### config.mk
export PLATFORM = sky130hd
export DESIGN_NAME = io_uart
export DESIGN_NICKNAME = d
export VERILOG_FILES = /design/src/rtl/io_uart_pkg.sv /design/src/rtl/io_uart_sync_fifo.sv /design/src/rtl/io_uart.sv
export SDC_FILE = /design/constraint.sdc
export NUM_CORES = 1
export LEC_CHECK = 0
export CORE_MARGIN = 4
export CORE_UTILIZATION = 60
export CTS_BUF_LIST = sky130_fd_sc_hd__clkbuf_4
export CTS_CLUSTER_DIAMETER = 40
export CTS_CLUSTER_SIZE = 28
export DETAILED_ROUTE_END_ITERATION = 8
export GPL_TIMING_DRIVEN = 0
export PLACE_DENSITY_LB_ADDON = 0.12
export SLEW_MARGIN = 30
export SYNTH_ARGS = -nofsm -noshare
export SYNTH_HDL_FRONTEND = slang
export SYNTH_SLANG_ARGS = --single-unit
### constraint.sdc
create_clock -name clk -period 4.09 [get_ports clk]
set_clock_uncertainty 0.05 [all_clocks]
set_input_delay 0.6135 -clock clk [delete_from_list [all_inputs] [get_ports clk]]
set_output_delay 0.6135 -clock clk [all_outputs]
set_load 0.005 [all_outputs]
### src/rtl/io_uart_pkg.sv
// Shared register offsets, STATUS bit positions and FSM state types for io_uart.
package io_uart_pkg;

  localparam logic [31:0] UART_STATUS = 32'h0;
  localparam logic [31:0] UART_RXDATA = 32'h4;
  localparam logic [31:0] UART_TXDATA = 32'h8;

  localparam int unsigned STATUS_TX_READY    = 0;
  localparam int unsigned STATUS_RX_VALID    = 1;
  localparam int unsigned STATUS_RX_OVERRUN  = 2;
  localparam int unsigned STATUS_FRAME_ERROR = 3;

  typedef enum logic [1:0] {TX_IDLE, TX_START, TX_DATA, TX_STOP} tx_state_t;
  typedef enum logic [1:0] {RX_IDLE, RX_START, RX_DATA, RX_STOP} rx_state_t;

endpackage

### src/rtl/io_uart_sync_fifo.sv
// Single-clock FIFO; a push into a full FIFO succeeds only when a pop happens in the same cycle.
module sync_fifo #(
  parameter int unsigned WIDTH = 8,
  parameter int unsigned DEPTH = 8
) (
  input  logic             clk,
  input  logic             reset,
  input  logic             push,
  input  logic [WIDTH-1:0] push_data,
  input  logic             pop,
  output logic [WIDTH-1:0] pop_data,
  output logic             full,
  output logic             empty
);
  localparam int unsigned AW = $clog2(DEPTH);

  logic [WIDTH-1:0] mem [DEPTH];
  logic [AW-1:0]    wr_ptr;
  logic [AW-1:0]    rd_ptr;
  logic [AW:0]      count;
  logic             do_push;
  logic             do_pop;

  assign empty    = (count == '0);
  assign full     = (count == (AW+1)'(DEPTH));
  assign do_pop   = pop && !empty;
  assign do_push  = push && (!full || do_pop);
  assign pop_data = mem[rd_ptr];

  always_ff @(posedge clk or posedge reset) begin
    if (reset) begin
      wr_ptr <= '0;
      rd_ptr <= '0;
      count  <= '0;
    end else begin
      if (do_push) wr_ptr <= wr_ptr + 1'b1;
      if (do_pop)  rd_ptr <= rd_ptr + 1'b1;
      count <= count + (AW+1)'(do_push) - (AW+1)'(do_pop);
    end
  end

  always_ff @(posedge clk) begin
    if (do_push) mem[wr_ptr] <= push_data;
  end

endmodule

### src/rtl/io_uart.sv
// Memory-mapped 8N1 UART: TX shifter, RX sampler with receive FIFO, and STATUS/RXDATA/TXDATA decode.
module io_uart
  import io_uart_pkg::*;
#(
  parameter logic [31:0] BASE_ADDRESS  = 32'h18,
  parameter int unsigned BAUD_DIVIDE   = 434,
  parameter int unsigned RX_FIFO_DEPTH = 8
) (
  input  logic        clk,
  input  logic        reset,
  input  logic        io_write_en,
  input  logic        io_read_en,
  input  logic [31:0] io_address,
  input  logic [31:0] io_write_data,
  output logic [31:0] io_read_data,
  output logic        uart_tx,
  input  logic        uart_rx
);
  localparam int unsigned   CW        = $clog2(BAUD_DIVIDE);
  localparam logic [CW-1:0] BAUD_LAST = CW'(BAUD_DIVIDE - 1);
  localparam logic [CW-1:0] HALF_LAST = CW'(BAUD_DIVIDE / 2 - 1);

  logic sel_status, sel_rxdata, sel_txdata;
  assign sel_status = (io_address == BASE_ADDRESS + UART_STATUS);
  assign sel_rxdata = (io_address == BASE_ADDRESS + UART_RXDATA);
  assign sel_txdata = (io_address == BASE_ADDRESS + UART_TXDATA);

  logic unused_write_bits;
  assign unused_write_bits = ^io_write_data[31:8];

  // Transmitter
  tx_state_t     tx_state;
  logic [CW-1:0] tx_count;
  logic [2:0]    tx_bit;
  logic [7:0]    tx_shift;
  logic          tx_ready;

  assign tx_ready = (tx_state == TX_IDLE);

  always_ff @(posedge clk or posedge reset) begin
    if (reset) begin
      tx_state <= TX_IDLE;
      tx_count <= '0;
      tx_bit   <= '0;
      tx_shift <= '0;
      uart_tx  <= 1'b1;
    end else begin
      case (tx_state)
        TX_IDLE: begin
          if (io_write_en && sel_txdata) begin
            tx_state <= TX_START;
            tx_count <= BAUD_LAST;
            tx_shift <= io_write_data[7:0];
            uart_tx  <= 1'b0;
          end
        end
        TX_START: begin
          if (tx_count == '0) begin
            tx_state <= TX_DATA;
            tx_count <= BAUD_LAST;
            tx_bit   <= '0;
            uart_tx  <= tx_shift[0];
            tx_shift <= {1'b0, tx_shift[7:1]};
          end else begin
            tx_count <= tx_count - 1'b1;
          end
        end
        TX_DATA: begin
          if (tx_count == '0) begin
            tx_count <= BAUD_LAST;
            if (tx_bit == 3'd7) begin
              tx_state <= TX_STOP;
              uart_tx  <= 1'b1;
            end else begin
              tx_bit   <= tx_bit + 1'b1;
              uart_tx  <= tx_shift[0];
              tx_shift <= {1'b0, tx_shift[7:1]};
            end
          end else begin
            tx_count <= tx_count - 1'b1;
          end
        end
        TX_STOP: begin
          if (tx_count == '0) tx_state <= TX_IDLE;
          else                tx_count <= tx_count - 1'b1;
        end
        default: tx_state <= TX_IDLE;
      endcase
    end
  end

  // Receiver: a falling edge is seen as prev=1/now=0, so a line held low after a bad stop never re-triggers
  logic [1:0]    rx_sync;
  logic          rx_s;
  logic          rx_prev;
  rx_state_t     rx_state;
  logic [CW-1:0] rx_count;
  logic [2:0]    rx_bit;
  logic [7:0]    rx_shift;
  logic          rx_push;
  logic          rx_frame_set;

  assign rx_s = rx_sync[1];

  always_ff @(posedge clk or posedge reset) begin
    if (reset) begin
      rx_sync      <= '1;
      rx_prev      <= 1'b1;
      rx_state     <= RX_IDLE;
      rx_count     <= '0;
      rx_bit       <= '0;
      rx_shift     <= '0;
      rx_push      <= 1'b0;
      rx_frame_set <= 1'b0;
    end else begin
      rx_sync      <= {rx_sync[0], uart_rx};
      rx_prev      <= rx_s;
      rx_push      <= 1'b0;
      rx_frame_set <= 1'b0;
      case (rx_state)
        RX_IDLE: begin
          if (rx_prev && !rx_s) begin
            rx_state <= RX_START;
            rx_count <= HALF_LAST;
          end
        end
        RX_START: begin
          if (rx_count == '0) begin
            if (rx_s) begin
              rx_state <= RX_IDLE;
            end else begin
              rx_state <= RX_DATA;
              rx_count <= BAUD_LAST;
              rx_bit   <= '0;
            end
          end else begin
            rx_count <= rx_count - 1'b1;
          end
        end
        RX_DATA: begin
          if (rx_count == '0) begin
            rx_count <= BAUD_LAST;
            rx_shift <= {rx_s, rx_shift[7:1]};
            rx_bit   <= rx_bit + 1'b1;
            if (rx_bit == 3'd7) rx_state <= RX_STOP;
          end else begin
            rx_count <= rx_count - 1'b1;
          end
        end
        RX_STOP: begin
          if (rx_count == '0) begin
            rx_state <= RX_IDLE;
            if (rx_s) rx_push      <= 1'b1;
            else      rx_frame_set <= 1'b1;
          end else begin
            rx_count <= rx_count - 1'b1;
          end
        end
        default: rx_state <= RX_IDLE;
      endcase
    end
  end

  logic [7:0] fifo_data;
  logic       fifo_full;
  logic       fifo_empty;
  logic       fifo_pop;

  assign fifo_pop = io_read_en && sel_rxdata && !fifo_empty;

  sync_fifo #(
    .WIDTH (8),
    .DEPTH (RX_FIFO_DEPTH)
  ) u_rx_fifo (
    .clk       (clk),
    .reset     (reset),
    .push      (rx_push),
    .push_data (rx_shift),
    .pop       (fifo_pop),
    .pop_data  (fifo_data),
    .full      (fifo_full),
    .empty     (fifo_empty)
  );

  // Register decode and sticky flags
  logic       rx_overrun;
  logic       rx_frame_error;
  logic       status_rd;
  logic       overrun_set;
  logic [3:0] status_bits;

  assign status_rd   = io_read_en && sel_status;
  assign overrun_set = rx_push && fifo_full && !fifo_pop;

  always_comb begin
    status_bits                     = '0;
    status_bits[STATUS_TX_READY]    = tx_ready;
    status_bits[STATUS_RX_VALID]    = !fifo_empty;
    status_bits[STATUS_RX_OVERRUN]  = rx_overrun;
    status_bits[STATUS_FRAME_ERROR] = rx_frame_error;
  end

  always_ff @(posedge clk or posedge reset) begin
    if (reset) begin
      io_read_data   <= '0;
      rx_overrun     <= 1'b0;
      rx_frame_error <= 1'b0;
    end else begin
      if (io_read_en) begin
        if (sel_status)      io_read_data <= {28'b0, status_bits};
        else if (sel_rxdata) io_read_data <= {24'b0, fifo_empty ? 8'h00 : fifo_data};
        else                 io_read_data <= '0;
      end
      // Later assignments win, so a same-cycle set overrides the read clear
      if (status_rd) begin
        rx_overrun     <= 1'b0;
        rx_frame_error <= 1'b0;
      end
      if (overrun_set)  rx_overrun     <= 1'b1;
      if (rx_frame_set) rx_frame_error <= 1'b1;
    end
  end

endmodule

Word level (Yosys, flattened, before mapping)

Memory sizes are Yosys's and may differ from the RTL's.
Index checks and enable logic that the tools add are counted.

Equality and inequality tests: 27
Mux-type cells: 55
Reduce and logical (&&, ||, !) cells: 34
Add/sub/neg operators: 8

Operators by type and width:

| operator              | number |
|---|---|
| $mux W9               | 8 |
| $eq A32 B5 Y1 const B | 2 |
| $mux W8               | 7 |
| $pmux W9 S4           | 1 |
| $eq A32 B6 Y1 const B | 1 |
| $pmux W9 S3           | 1 |
| $ne A2 B2 Y1 const B  | 13 |
| $pmux W8 S3           | 1 |
| $mux W2               | 11 |
| $logic_not A9 Y1      | 2 |
| $mux W3               | 6 |
| $sub A9 B1 Y9 const B | 2 |
| $pmux W2 S4           | 2 |
| $mux W1               | 15 |
| $reduce_and A5 Y1     | 3 |
| $add A3 B1 Y3 const B | 4 |
| $pmux W3 S2           | 2 |
| $reduce_and A4 Y1     | 3 |
| $logic_and A1 B1 Y1   | 9 |
| $eq A2 B2 Y1 const B  | 4 |
| $reduce_bool A2 Y1    | 4 |
| $eq A3 B3 Y1 const B  | 2 |
| $add A4 B1 Y4         | 1 |
| $eq A2 B1 Y1 const B  | 2 |
| other kinds (13)      | 18 |

Memories: 1
Input bits: 69
Bits in registers: 94
Output and inout bits: 33
Word-level logic and storage cells: 144
RAM bits: 64

Memory list:

| memory        | words | bits a word | rd ports | clocked after Yosys merged registers in | wr ports | RTL line                | text |
|---|---|---|---|---|---|---|---|
| u_rx_fifo.mem | 8     | 8           | 1        | 0                                       | 1        | io_uart_sync_fifo.sv:17 | `logic [WIDTH-1:0] mem [DEPTH];` |

Logic depth before layout (Yosys ltp)

Word-level depth: 8
Gate-level depth with buffers: 11

Hierarchy

A second synthesis with hierarchy kept.

Cells, all modules: 489
Area, all modules: 6503.7 µm²

By module, submodules not included:

| module    | cells each | area an instance (µm²) | times used | seq. area each (µm²) |
|---|---|---|---|---|
| io_uart   | 333        | 3402.0                 | 1          | 1506.4 |
| sync_fifo | 156        | 3101.7                 | 1          | 2172.1 |

Worst setup path after synthesis

No wires, ideal clock.

Path kind: input to register
From: in io_address[13]
To: mem u_rx_fifo.mem[0][0], enable pin
Arrival time: 2662 ps
Setup time: 395 ps
Data required time: 3645 ps
Path buffers: 0
Slack: 983 ps
Cell stages on the path: 5
Path through: nor4_1 nand4_1 nor4_4 nor2_1 nor4_1

Word-level cells in the longest chain between the ends: 8

RTL lines:

| item                              | RTL line                | text |
|---|---|---|
| from (decl)                       | io_uart.sv:13           | `input logic [31:0] io_address,` |
| $eq A32 B5 Y1                     | io_uart.sv:25           | `assign sel_rxdata = (io_address == BASE_ADDRESS + UART_RXDATA);` |
| $logic_and A1 B1 Y1 (2 in series) | io_uart.sv:169          | `assign fifo_pop = io_read_en && sel_rxdata && !fifo_empty;` |
| $logic_and A1 B1 Y1               | io_uart_sync_fifo.sv:26 | `assign do_pop = pop && !empty;` |
| named net u_rx_fifo.do_pop        | io_uart_sync_fifo.sv:22 | `logic do_pop;` |
| $logic_or A1 B1 Y1                | io_uart_sync_fifo.sv:27 | `assign do_push = push && (!full \|\| do_pop);` |
| $logic_and A1 B1 Y1               | io_uart_sync_fifo.sv:27 |  |
| $mux W1                           | io_uart_sync_fifo.sv:43 | `if (do_push) mem[wr_ptr] <= push_data;` |
| $mux W1 (not written as such)     | io_uart_sync_fifo.sv:43 |  |
| to (decl)                         | io_uart_sync_fifo.sv:17 |  |

The timed path passes the listed nets, and every way through them passes these cells.

Final worst setup path

From: in io_address[1]
To: mem u_rx_fifo.mem[4][3], enable pin

Same word-level chain as after synthesis.

==> out/results.ini <==
[route]
num_vias=4288
ant_nets=0
drtPass1Iterations=5
wl_per_cell_um=17.7
drt_iter0_drc=226
wl_um=13200
vias_per_cell=5.74
drc=0

[placement]
io_buffers=52
place_inst=715
place_ws_ns=0.295
dpl.hpwl_um=9550
gp_congestion=0.891

[timing]
setup_viol=0
layout_setup_ws_ns=0.804
finalCritPeriodShare=0.803
rsz0062_at_grt=no
drv_slew=0
finalHoldViolCount=0
tns_ns=0
slew_headroom=0.381
fin_crit_ns=3.29
fmax_mhz=304
worst_pin_slew_ns=0.920

[logic_synthesis]
synth_edf_count=64
synth.largest_area_cell=edfxtp_1
synth-xor-area-share=0.00821
yosysSeqAreaShare=0.575
synth.mux.area_fraction=0.101
yosys.area_share.adder=0.0520
synth.area.top_cells=edfxtp_1 30%, dfrtp_1 26%, mux4_2 5.6%
synth-simple-area-share=0.0944
syn_area_um2=6400
synthDistinctLibCells=66
yosys_register_bits=134
syn_avg_cell_area_um2=12.8
synth_compound_area_frac=0.111
synthCells=500
synth_top_family_by_area=compound AO/OA/AOI/OAI gates
yosysTopAreaCellShare=0.300
synth_ff_type=dfrtp_1
postSynth.asyncResetShare=0.522
yosys_warnings=0

[power]
p_seq_frac=0.499
p_int_mw=2.19
leakagePower_nw=3.21
switching_share=0.314
power_density_nw_per_um2=422
p_switching_mw=1.00
p_clk_frac=0.303
peakVddDrop_v=0.000339
comb_power_share=0.198

[finish]
register_area_um2=3680
nNetsFinal=693
fill_cells=716
drive_gt1_frac=0.187
utilization=0.731
instances_no_fill=747
diodes=0
multi_input_area_um2=2480
area_growth_pct=18.5

[critical_path]
crit_fanout=8
cp_top_family=simple AND/OR/NAND/NOR gates
cp-start-kind=primary input
cp_slowest_stage_delay_ns=0.65
critical_path_buf_inv_count=2
worstPathCellList=clkdlybuf4s50_1 > nor4_1 > nand4_1 > nor4_4 > nor2_1 > nor4_2 > buf_2
end_kind=flop
worstPathArrival_ns=3.47
critPathSlowestCell=nor4_2
crit_type=primary input to flop
cp.required_ns=4.27

[clock_tree]
clk_pin_slew_ns=0.14
clkSinkCount=134
htreeDepth=4
cts.repair.resized=0
clk_path_buf_depth=2
cts_buffers=17
cts_root_buf=clkbuf_4
postCtsSetupRepairBufs=0
hold_buffers=0
clk_latency_ns=0.52
tritoncts=built

[floorplanning]
coreArea_um2=10400
pin_count=102
die_h_um=111
rows=37
die_w_um=111
start_util=0.617
dieArea_um2=12400

[worst_hold_path]
min_path_type=flop to flop

[global_route]
grt_antenna_before_repair=0
grt_pass1_wl_um=22400
overflow=0
grt_start_max_net_pins=37
met1_usage=0.294
use_met3=0.0573
grt_pass1_vias=4432
met2_usage=0.381
grt-busiest-layer=met2
gr-usage-all-layers=0.226

[run_status]
status=finished, final reports clean

[flow_run]
maxCapViolCount=0

[layout make-up]
| class | count | share of cell area |
|---|---|---|
| multi-input cells | 317 | 0.327 |
| repair buffers | 56 | 0.0733 |
| well taps | 136 | 0.0224 |
| inverters | 31 | 0.0157 |
| plain buffers | 41 | 0.0332 |
| clock inverters | 15 | 0.0264 |
| clock buffers | 17 | 0.0168 |
| flip-flops and latches | 134 | 0.485 |
[cells in the mapped netlist (all sizes together), types with 12 or more instances]
cell / number
mux2: 12
nand2: 20
o21ai: 19
ha: 25
dfrtp: 66
inv: 31
buf: 31
nor4: 18
mux4: 16
a21oi: 36
edfxtp: 64
nor2: 22
mux2i: 15
[final timing paths]
path                            slack [ns]  cells after the start                from                  end
min in group asynchronous             0.40                      2               reset          rx_count[6]
worst min-delay path                  0.32                      0          rx_sync[0]           rx_sync[1]
worst max-delay path                  0.80                      7       io_address[1]  u_rx_fifo.mem[4][3]
max in group asynchronous             2.98                      3               reset              uart_tx
worst max register to register        1.15                      8  u_rx_fifo.count[2]  u_rx_fifo.mem[4][3]
worst min register to register        0.32                      0          rx_sync[0]           rx_sync[1]
[placed cells by master, fill, tap and decap left out, types with 4 or more instances in the layout]
master,Yosys,routed
a22o_1,5,5
o21ai_1,5,5
nor4_1,16,13
nand2_1,20,20
nor4b_1,4,4
nor4_2,1,4
a21o_1,6,6
a31oi_1,10,10
nor2_1,21,21
clkbuf_4,0,17
edfxtp_1,64,64
buf_2,6,9
inv_8,0,8
buf_4,24,24
nand3_1,10,10
dfrtp_1,66,66
nor3_2,0,4
clkdlybuf4s50_1,0,52
o22ai_1,5,5
ha_1,25,25
mux4_2,16,16
dfstp_2,4,4
a21oi_1,35,35
nor3_1,10,6
conb_1,1,24
mux2_2,10,10
xnor2_1,4,4
nor2b_1,6,6
clkbuf_1,10,10
o21ai_0,12,12
o211ai_1,4,4
mux2i_1,15,15
inv_1,31,30
[per-stage QoR]
step | total power, mW | hold slack (ns) | cell area, um^2
after floorplan | 2.06 | 0.295 | 6480
after global placement | 2.20 | 0.296 | 7180
after detailed placement | 2.25 | 0.298 | 7250
after CTS | 3.22 | 0.319 | 7580
after global routing | 3.39 | 0.325 | 7580
final | 3.20 | 0.317 | 7580
[state kept, by name, summed over array words and instances, names as in the netlist, 4 cells and up, named ones only]
name	cells
tx_shift	8
rx_count	9
io_read_data	8
u_rx_fifo.mem	64
rx_shift	8
tx_count	9
u_rx_fifo.count	4
[layer usage]
layer	vias to the layer above	part of all wire
met5	-	0
met4	0	0.011
met3	16	0.060
met2	152	0.50
met1	2092	0.43
li1	2028	-
[power by group through the flow]
stage / Clock, mW / Sequential, mW / Combinational [mW]
2_1_floorplan: 0 / 1.59 / 0.471
3_3_place_gp: 0 / 1.61 / 0.594
3_5_place_dp: 0 / 1.62 / 0.630
4_1_cts: 0.990 / 1.59 / 0.635
5_1_grt: 1.06 / 1.61 / 0.722
6_report: 0.969 / 1.59 / 0.634
[cells by family after synthesis]
kind of cell	after synthesis
AOI/OAI and AO/OA	110
xor gates and xnor gates	6
adders and majority gates	26
buffers and inverters	72
DFF	134
muxes	43
other	1
and+or+nand+nor	108
Note: power is estimated with default switching activity, not from simulation.
